--- config.mk ---
export PLATFORM = sky130hd
export DESIGN_NAME = hwpf_issue_arb_flat
export DESIGN_NICKNAME = d
export VERILOG_FILES = /design/src/rtl/hwpf_issue_arb_if.sv /design/src/rtl/hwpf_issue_arb.sv /design/src/flat_wrapper.sv
export SDC_FILE = /design/constraint.sdc
export NUM_CORES = 1
export LEC_CHECK = 0
export BUFFER_PORTS_ARGS = -buffer_cell sky130_fd_sc_hd__buf_2
export CAP_MARGIN = 20
export CORE_MARGIN = 4
export CORE_UTILIZATION = 28
export CTS_BUF_LIST = sky130_fd_sc_hd__clkbuf_4
export DETAILED_ROUTE_END_ITERATION = 8
export PLACE_DENSITY = 0.42
export SLEW_MARGIN = 20
export SYNTH_ARGS = -nofsm -noshare
export SYNTH_HDL_FRONTEND = slang
export SYNTH_SLANG_ARGS = --single-unit
--- constraint.sdc ---
create_clock -name clk_i -period 2.85 [get_ports clk_i]
set_clock_uncertainty 0.05 [all_clocks]
set_input_delay 0.1425 -clock clk_i [delete_from_list [all_inputs] [get_ports clk_i]]
set_output_delay 0.1425 -clock clk_i [all_outputs]
set_load 0.02 [all_outputs]
--- src/rtl/hwpf_issue_arb_if.sv ---
// hwpf_issue_arb_if
//   Groups the prefetch-FIFO pop port and the dcache prefetch request port
//   used by hwpf_issue_arb.
//   master : issue arbiter side (drives pop pulse and dcache request)
//   slave  : environment side (FIFO + dcache)
//   fifo_read        pop pulse, one cycle
//   fifo_valid/addr  registered FIFO output, valid the cycle after fifo_read
//   dcache_req_*     prefetch request (valid/ready), addr is line aligned
//   dcache_rsp_valid prefetch completion, one pulse per accepted request
//
// Handshake: a request transfers on every cycle where dcache_req_valid and
// dcache_req_ready are both high. Once valid is raised, valid, addr and tid
// stay constant until that transfer (a flush is the only way to withdraw it);
// ready may be raised or lowered freely and never depends on anything else.
interface hwpf_issue_arb_if #(
    parameter int PADDR_W = 40,
    parameter int TID_W   = 4
);
    logic               fifo_read;
    logic               fifo_valid;
    logic [PADDR_W-1:0] fifo_addr;
    logic               dcache_req_valid;
    logic               dcache_req_ready;
    logic [PADDR_W-1:0] dcache_req_addr;
    logic [TID_W-1:0]   dcache_req_tid;
    logic               dcache_rsp_valid;

    modport master (
        output fifo_read,
        input  fifo_valid,
        input  fifo_addr,
        output dcache_req_valid,
        input  dcache_req_ready,
        output dcache_req_addr,
        output dcache_req_tid,
        input  dcache_rsp_valid
    );

    modport slave (
        input  fifo_read,
        output fifo_valid,
        output fifo_addr,
        input  dcache_req_valid,
        output dcache_req_ready,
        input  dcache_req_addr,
        input  dcache_req_tid,
        output dcache_rsp_valid
    );
endinterface

--- src/rtl/hwpf_issue_arb.sv ---
// hwpf_issue_arb
//   Issue stage of the next-line prefetcher. Pops a line candidate from the
//   prefetch FIFO, line-aligns it, drops it if it hits the recently-issued
//   line filter, throttles on outstanding prefetches and offers it to the
//   dcache prefetch request port. No pop is started while a demand request
//   is pending.
// Ports
//   clk_i, rst_ni     clock, asynchronous active-low reset
//   flush_i           discard in-flight work, clear the filter
//   cpu_req_valid_i   demand request pending, blocks new pops
//   bus (master)      FIFO pop port and dcache request/response port
//   busy_o            FSM not idle or prefetches outstanding
//   issued_cnt_o      saturating count of accepted prefetches
//   dropped_cnt_o     saturating count of filter drops
//   dbg_state_o       current FSM state (IDLE=0, WAIT=1, CHECK=2, ISSUE=3)
// Configuration
//   HWPF_ISSUE_STATS_EN  defined: statistics counters implemented (not
//                        cleared by flush). Undefined: counters tied to 0.
module hwpf_issue_arb #(
    parameter int LANE_SIZE       = 64,
    parameter int PADDR_W         = 40,
    parameter int FILTER_DEPTH    = 4,
    parameter int MAX_OUTSTANDING = 2,
    parameter int TID_W           = 4
) (
    input  logic                clk_i,
    input  logic                rst_ni,
    input  logic                flush_i,
    input  logic                cpu_req_valid_i,
    hwpf_issue_arb_if.master    bus,
    output logic                busy_o,
    output logic [31:0]         issued_cnt_o,
    output logic [31:0]         dropped_cnt_o,
    output logic [1:0]          dbg_state_o
);
    localparam int OFS    = $clog2(LANE_SIZE);
    localparam int LINE_W = PADDR_W - OFS;
    localparam int PTR_W  = $clog2(FILTER_DEPTH);

    typedef enum logic [1:0] {IDLE = 2'd0, WAIT = 2'd1, CHECK = 2'd2, ISSUE = 2'd3} state_t;

    state_t                  state_q;
    logic [LINE_W-1:0]       line_q;
    logic [TID_W-1:0]        tid_q;
    logic [TID_W-1:0]        outstanding_q;
    logic [LINE_W-1:0]       filter_line_q [FILTER_DEPTH];
    logic [FILTER_DEPTH-1:0] filter_vld_q;
    logic [PTR_W-1:0]        filter_ptr_q;

    logic filter_hit;
    logic pop_now;
    logic handshake;
    logic rsp_dec;
    logic unused_ofs;

    // Offset bits are discarded by line alignment.
    assign unused_ofs = ^bus.fifo_addr[OFS-1:0];

    always_comb begin
        filter_hit = 1'b0;
        for (int i = 0; i < FILTER_DEPTH; i++) begin
            if (filter_vld_q[i] && (filter_line_q[i] == line_q)) begin
                filter_hit = 1'b1;
            end
        end
    end

    // Pop is a combinational pulse from IDLE; gated by reset so every output
    // is 0 while reset is held.
    assign pop_now   = rst_ni && (state_q == IDLE) && !cpu_req_valid_i && !flush_i &&
                       (outstanding_q < TID_W'(MAX_OUTSTANDING));
    // A transfer in a flush cycle is discarded: no filter/tid/count update.
    assign handshake = (state_q == ISSUE) && bus.dcache_req_ready && !flush_i;
    // A response with nothing outstanding is ignored.
    assign rsp_dec   = bus.dcache_rsp_valid && (outstanding_q != '0);

    assign bus.fifo_read        = pop_now;
    assign bus.dcache_req_valid = (state_q == ISSUE);
    assign bus.dcache_req_addr  = {line_q, {OFS{1'b0}}};
    assign bus.dcache_req_tid   = tid_q;
    assign busy_o               = (state_q != IDLE) || (outstanding_q != '0);
    assign dbg_state_o          = state_q;

    always_ff @(posedge clk_i or negedge rst_ni) begin
        if (!rst_ni) begin
            state_q       <= IDLE;
            line_q        <= '0;
            tid_q         <= '0;
            outstanding_q <= '0;
            filter_vld_q  <= '0;
            filter_ptr_q  <= '0;
            for (int i = 0; i < FILTER_DEPTH; i++) begin
                filter_line_q[i] <= '0;
            end
        end else begin
            // Outstanding and tid survive a flush: responses still return.
            if (handshake && !rsp_dec) begin
                outstanding_q <= outstanding_q + 1'b1;
            end else if (!handshake && rsp_dec) begin
                outstanding_q <= outstanding_q - 1'b1;
            end

            if (flush_i) begin
                state_q      <= IDLE;
                filter_vld_q <= '0;
                filter_ptr_q <= '0;
            end else begin
                case (state_q)
                    IDLE: begin
                        if (pop_now) begin
                            state_q <= WAIT;
                        end
                    end
                    WAIT: begin
                        if (bus.fifo_valid) begin
                            line_q  <= bus.fifo_addr[PADDR_W-1:OFS];
                            state_q <= CHECK;
                        end else begin
                            state_q <= IDLE;
                        end
                    end
                    CHECK: begin
                        state_q <= filter_hit ? IDLE : ISSUE;
                    end
                    ISSUE: begin
                        if (bus.dcache_req_ready) begin
                            // Oldest entry is overwritten once the filter is full.
                            filter_line_q[filter_ptr_q] <= line_q;
                            filter_vld_q[filter_ptr_q]  <= 1'b1;
                            filter_ptr_q                <= filter_ptr_q + 1'b1;
                            tid_q                       <= tid_q + 1'b1;
                            state_q                     <= IDLE;
                        end
                    end
                    default: state_q <= IDLE;
                endcase
            end
        end
    end

`ifdef HWPF_ISSUE_STATS_EN
    logic drop_evt;
    logic [31:0] issued_cnt_q;
    logic [31:0] dropped_cnt_q;

    assign drop_evt = (state_q == CHECK) && filter_hit && !flush_i;

    always_ff @(posedge clk_i or negedge rst_ni) begin
        if (!rst_ni) begin
            issued_cnt_q  <= '0;
            dropped_cnt_q <= '0;
        end else begin
            if (handshake && (issued_cnt_q != '1)) begin
                issued_cnt_q <= issued_cnt_q + 1'b1;
            end
            if (drop_evt && (dropped_cnt_q != '1)) begin
                dropped_cnt_q <= dropped_cnt_q + 1'b1;
            end
        end
    end

    assign issued_cnt_o  = issued_cnt_q;
    assign dropped_cnt_o = dropped_cnt_q;
`else
    assign issued_cnt_o  = '0;
    assign dropped_cnt_o = '0;
`endif
endmodule

--- src/flat_wrapper.sv ---
// flat-port wrapper written by rule: the top's interface ports become plain ports
module hwpf_issue_arb_flat 
#(
    parameter int LANE_SIZE       = 64,
    parameter int PADDR_W         = 40,
    parameter int FILTER_DEPTH    = 4,
    parameter int MAX_OUTSTANDING = 2,
    parameter int TID_W           = 4
)
  (clk_i, rst_ni, flush_i, cpu_req_valid_i, busy_o, issued_cnt_o, dropped_cnt_o, dbg_state_o, bus_fifo_read, bus_fifo_valid, bus_fifo_addr, bus_dcache_req_valid, bus_dcache_req_ready, bus_dcache_req_addr, bus_dcache_req_tid, bus_dcache_rsp_valid);
  hwpf_issue_arb_if #(.PADDR_W(PADDR_W), .TID_W(TID_W)) bus_i ();
  input  logic clk_i;
  input  logic rst_ni;
  input  logic flush_i;
  input  logic cpu_req_valid_i;
  output logic busy_o;
  output logic [31:0] issued_cnt_o;
  output logic [31:0] dropped_cnt_o;
  output logic [1:0] dbg_state_o;
  output wire logic [$bits(bus_i.fifo_read)-1:0] bus_fifo_read;
  input wire logic [$bits(bus_i.fifo_valid)-1:0] bus_fifo_valid;
  input wire logic [$bits(bus_i.fifo_addr)-1:0] bus_fifo_addr;
  output wire logic [$bits(bus_i.dcache_req_valid)-1:0] bus_dcache_req_valid;
  input wire logic [$bits(bus_i.dcache_req_ready)-1:0] bus_dcache_req_ready;
  output wire logic [$bits(bus_i.dcache_req_addr)-1:0] bus_dcache_req_addr;
  output wire logic [$bits(bus_i.dcache_req_tid)-1:0] bus_dcache_req_tid;
  input wire logic [$bits(bus_i.dcache_rsp_valid)-1:0] bus_dcache_rsp_valid;
  assign bus_fifo_read = bus_i.fifo_read;
  assign bus_i.fifo_valid = bus_fifo_valid;
  assign bus_i.fifo_addr = bus_fifo_addr;
  assign bus_dcache_req_valid = bus_i.dcache_req_valid;
  assign bus_i.dcache_req_ready = bus_dcache_req_ready;
  assign bus_dcache_req_addr = bus_i.dcache_req_addr;
  assign bus_dcache_req_tid = bus_i.dcache_req_tid;
  assign bus_i.dcache_rsp_valid = bus_dcache_rsp_valid;
  hwpf_issue_arb #(.LANE_SIZE(LANE_SIZE), .PADDR_W(PADDR_W), .FILTER_DEPTH(FILTER_DEPTH), .MAX_OUTSTANDING(MAX_OUTSTANDING), .TID_W(TID_W)) u_core (.clk_i(clk_i), .rst_ni(rst_ni), .flush_i(flush_i), .cpu_req_valid_i(cpu_req_valid_i), .bus(bus_i), .busy_o(busy_o), .issued_cnt_o(issued_cnt_o), .dropped_cnt_o(dropped_cnt_o), .dbg_state_o(dbg_state_o));
endmodule
==> results.md <==
- Placer Congestion: 0.695
- Synth Area in Simple Gates: 4.48%
- Yosys cell types: 29
- Final Hold Viols: 0
- Most common cell after layout, fill and taps aside: dfrtp_1
- Fraction of layout cells with a size suffix above 1: 38.9%
- Global-route wire length before repair: 34.3 mm
- NumNets Final: roughly 900
- I/O pins: 160
- Critical path arrival: between 3 and 4 ns
- Post-synthesis sequential area ratio: 49.4%
- Max Freq: ~390 MHz
- Static Leakage: 5.13 nW
- Synth Warn #: 0
- CTS sink count: 186
- Routed Antenna Nets: 0
- Xor/xnor cell area share of the yosys netlist: 13.9%
- Mapped Cells: ~720
- Clock transition at path regs: 0.17 ns
- Die Ht: roughly 190 um
- Status: finished, final reports clean
- Fin crit share: 90.7%
- Vias/cell: 4.16
- Routed wl met3: slightly above 800 um
- H-tree Lvls: 4
- Average cell area after synthesis: 13.0 um2
- Compound-cell area share of the yosys netlist: less than 1%
- Multi-input gate area in the final layout: about 0.0041 mm2
- Filler cell count: ~3300
- Die W: 192 um
- Via count: 5424
- Min Clock Period, post-route: between 2 and 3 ns
- Maximum vdd drop: between 0.0003 and 0.0004 V
- Highest net fanout along the worst path: 6
- Congestion Overflow GR: 0
- Slew headroom: about three fifths
- Post-CTS setup buffers: 0
- Synth Register Bits: 186
- Pwr/cell area: ~760 mW/mm2
- CP Capture Type: register
- Area grow syn2layout: 13.8%
- Clk root buf: clkbuf_4
- Pins over their slew limit: 0
- Vias in the first global route: 5484
- Post-Syn Area: about 0.0094 mm2
- Largest net degree at the start of global routing: 102
- Worst-skew pair later-pin latency: 0.58 ns
- Crit Path Category: register to register
- Detailed Route Iter0 Violations: 155
- Hold Path Class: input pin to async pin
- Commonest non-fill, non-tap cells in the layout: dfrtp_1 (186), mux2_2 (172), xnor2_1 (123)
- Wire length on met1: 10.8 mm
- Startpoint Class: register
- Synth Area in Adders: between 1 and 1.5%
- Sum Neg Setup Slack: 0 ns
- DRC violations left: 0
- CTS tree: built
- Final setup vio count: 0
- Clock Path Buffers: 2
- Data required, critical path: 3.27 ns
- WL per Instance: 17.1 um
- Core area: between 0.03 and 0.04 mm2
- Post-route core utilization: 32.7%
- Mux contribution to synthesized area: 20.6%
- Port-buffer cells: 83
- DP HPWL: 15.6 mm
- Top layer used by detailed routing: met4
- RSZ-0062 raised after global routing: no
- MaxCap Viol Count: 0
- Largest family of logic cells by synthesized area: multiplexers
- Initial Util: 28.7%
- Register Area: between 0.004 and 0.005 mm2
- Routed WL: about 22 mm
- Least-Margin Pin Slew: 0.608 ns
- Die area: 0.0367 mm2
- Hold_buf cts: 40
- Row count: 66
- Gr usage total: around 13%
- Total CTS buffers: 17
- Met2 routed WL: 10.6 mm
- Antenna violations before repair: 1
- Post-CTS Resized: 0
- Number of detailed-route iterations in the first pass: 4
-- report_power, final --
group          total [mW]  internal (mW)  switching (mW)
Sequential           3.74           2.91           0.831
Clock                1.44          0.461           0.975
Combinational        3.03           1.46            1.57
Total                8.21           4.83            3.37
-- worst paths after layout --
path	start	endpoint	slack [ns]	cells past startpoint
max in group asynchronous	rst_ni	u_core.line_q[12]	2.06	3
worst min-delay path	rst_ni	u_core.filter_line_q[115]	0.18	3
worst max register to register	u_core.line_q[10]	u_core.dbg_state_o[1]	0.26	7
worst min register to register	u_core.outstanding_q[3]	u_core.outstanding_q[3]	0.42	1
min in group clk_i	bus_fifo_addr[9]	u_core.line_q[3]	0.27	3
worst max-delay path	u_core.line_q[10]	u_core.dbg_state_o[1]	0.26	7
-- final cells by class --
class | instances | share of cell area, %
multi-input combinational | 477 | 38.5
antenna | 1 | 0.0233
sequential | 186 | 43.4
clock inverter | 13 | 1.12
tap | 442 | 5.15
inverter | 8 | 0.280
clock buffer | 19 | 1.33
timing repair buffer | 158 | 10.2
-- metrics by stage --
stage | hold slack (ns) | total power [mW] | area (um2) | setup slack, ns | instances
floorplan | -0.203 | 5.85 | 9690 | 0.453 | 792
detailed placement | 0.328 | 6.94 | 10100 | 0.323 | 1231
global placement | 0.324 | 6.95 | 10100 | 0.369 | 1231
global route | 0.190 | 8.86 | 10700 | 0.120 | 1304
CTS | 0.174 | 8.49 | 10700 | 0.273 | 1303
finish | 0.176 | 8.21 | 10700 | 0.264 | 1304
-- routing by layer --
| metal | vias up | GRT usage, % |
|---|---|---|
| li1 | 2574 | - |
| met1 | 2728 | 17.6 |
| met2 | 117 | 20.5 |
| met3 | 5 | 2.45 |
| met5 | - | 0 |
| met4 | 0 | 2.40 |
-- flip-flops by register name, summed over array words and instances (netlist names) --
| name | flops |
|---|---|
| u_core.filter_ptr_q | 2 |
| u_core.line_q | 34 |
| u_core.outstanding_q | 4 |
| u_core.filter_vld_q | 4 |
| u_core.bus.dcache_req_tid | 4 |
| u_core.dbg_state_o | 2 |
| u_core.filter_line_q | 136 |
-- critical path, stage by stage (launching register included) --
cell and delay, ns:
dfrtp_1 0.50, xnor2_1 0.42, nand4_1 0.16, nor4_1 0.42, nand2_1 0.11, nor4_1 0.35, nor3_1 0.12, or3_1 0.35
-- Yosys cell counts, drive strengths merged --
cell type	count	area, um2
a21o	1	7.51
a21oi	1	5.00
buf	121	880
conb	1	3.75
dfrtp	186	4650
fa	1	20.0
ha	8	100
inv	8	30.0
mux2	172	1940
mux2i	1	10.0
nand2	11	51.3
nand3	3	15.0
nand4	33	206
nor2	4	15.0
nor3	6	35.0
nor3b	1	7.51
nor4	9	56.3
o21ai	6	30.0
o41ai	1	16.3
or3	3	18.8
or4	1	7.51
or4b	1	10.0
xnor2	130	1190
xor2	14	123
-- cells by family (layout without fill, tap and decap cells) --
family / Yosys count / after routing
simple gates: 72 / 72
flops: 186 / 186
buf+inv: 129 / 198
fa+ha+maj: 9 / 9
xor+xnor: 144 / 144
compound gates: 9 / 9
other cells: 1 / 71
mux: 173 / 173
No activity file was read; power rests on OpenSTA's default activity.
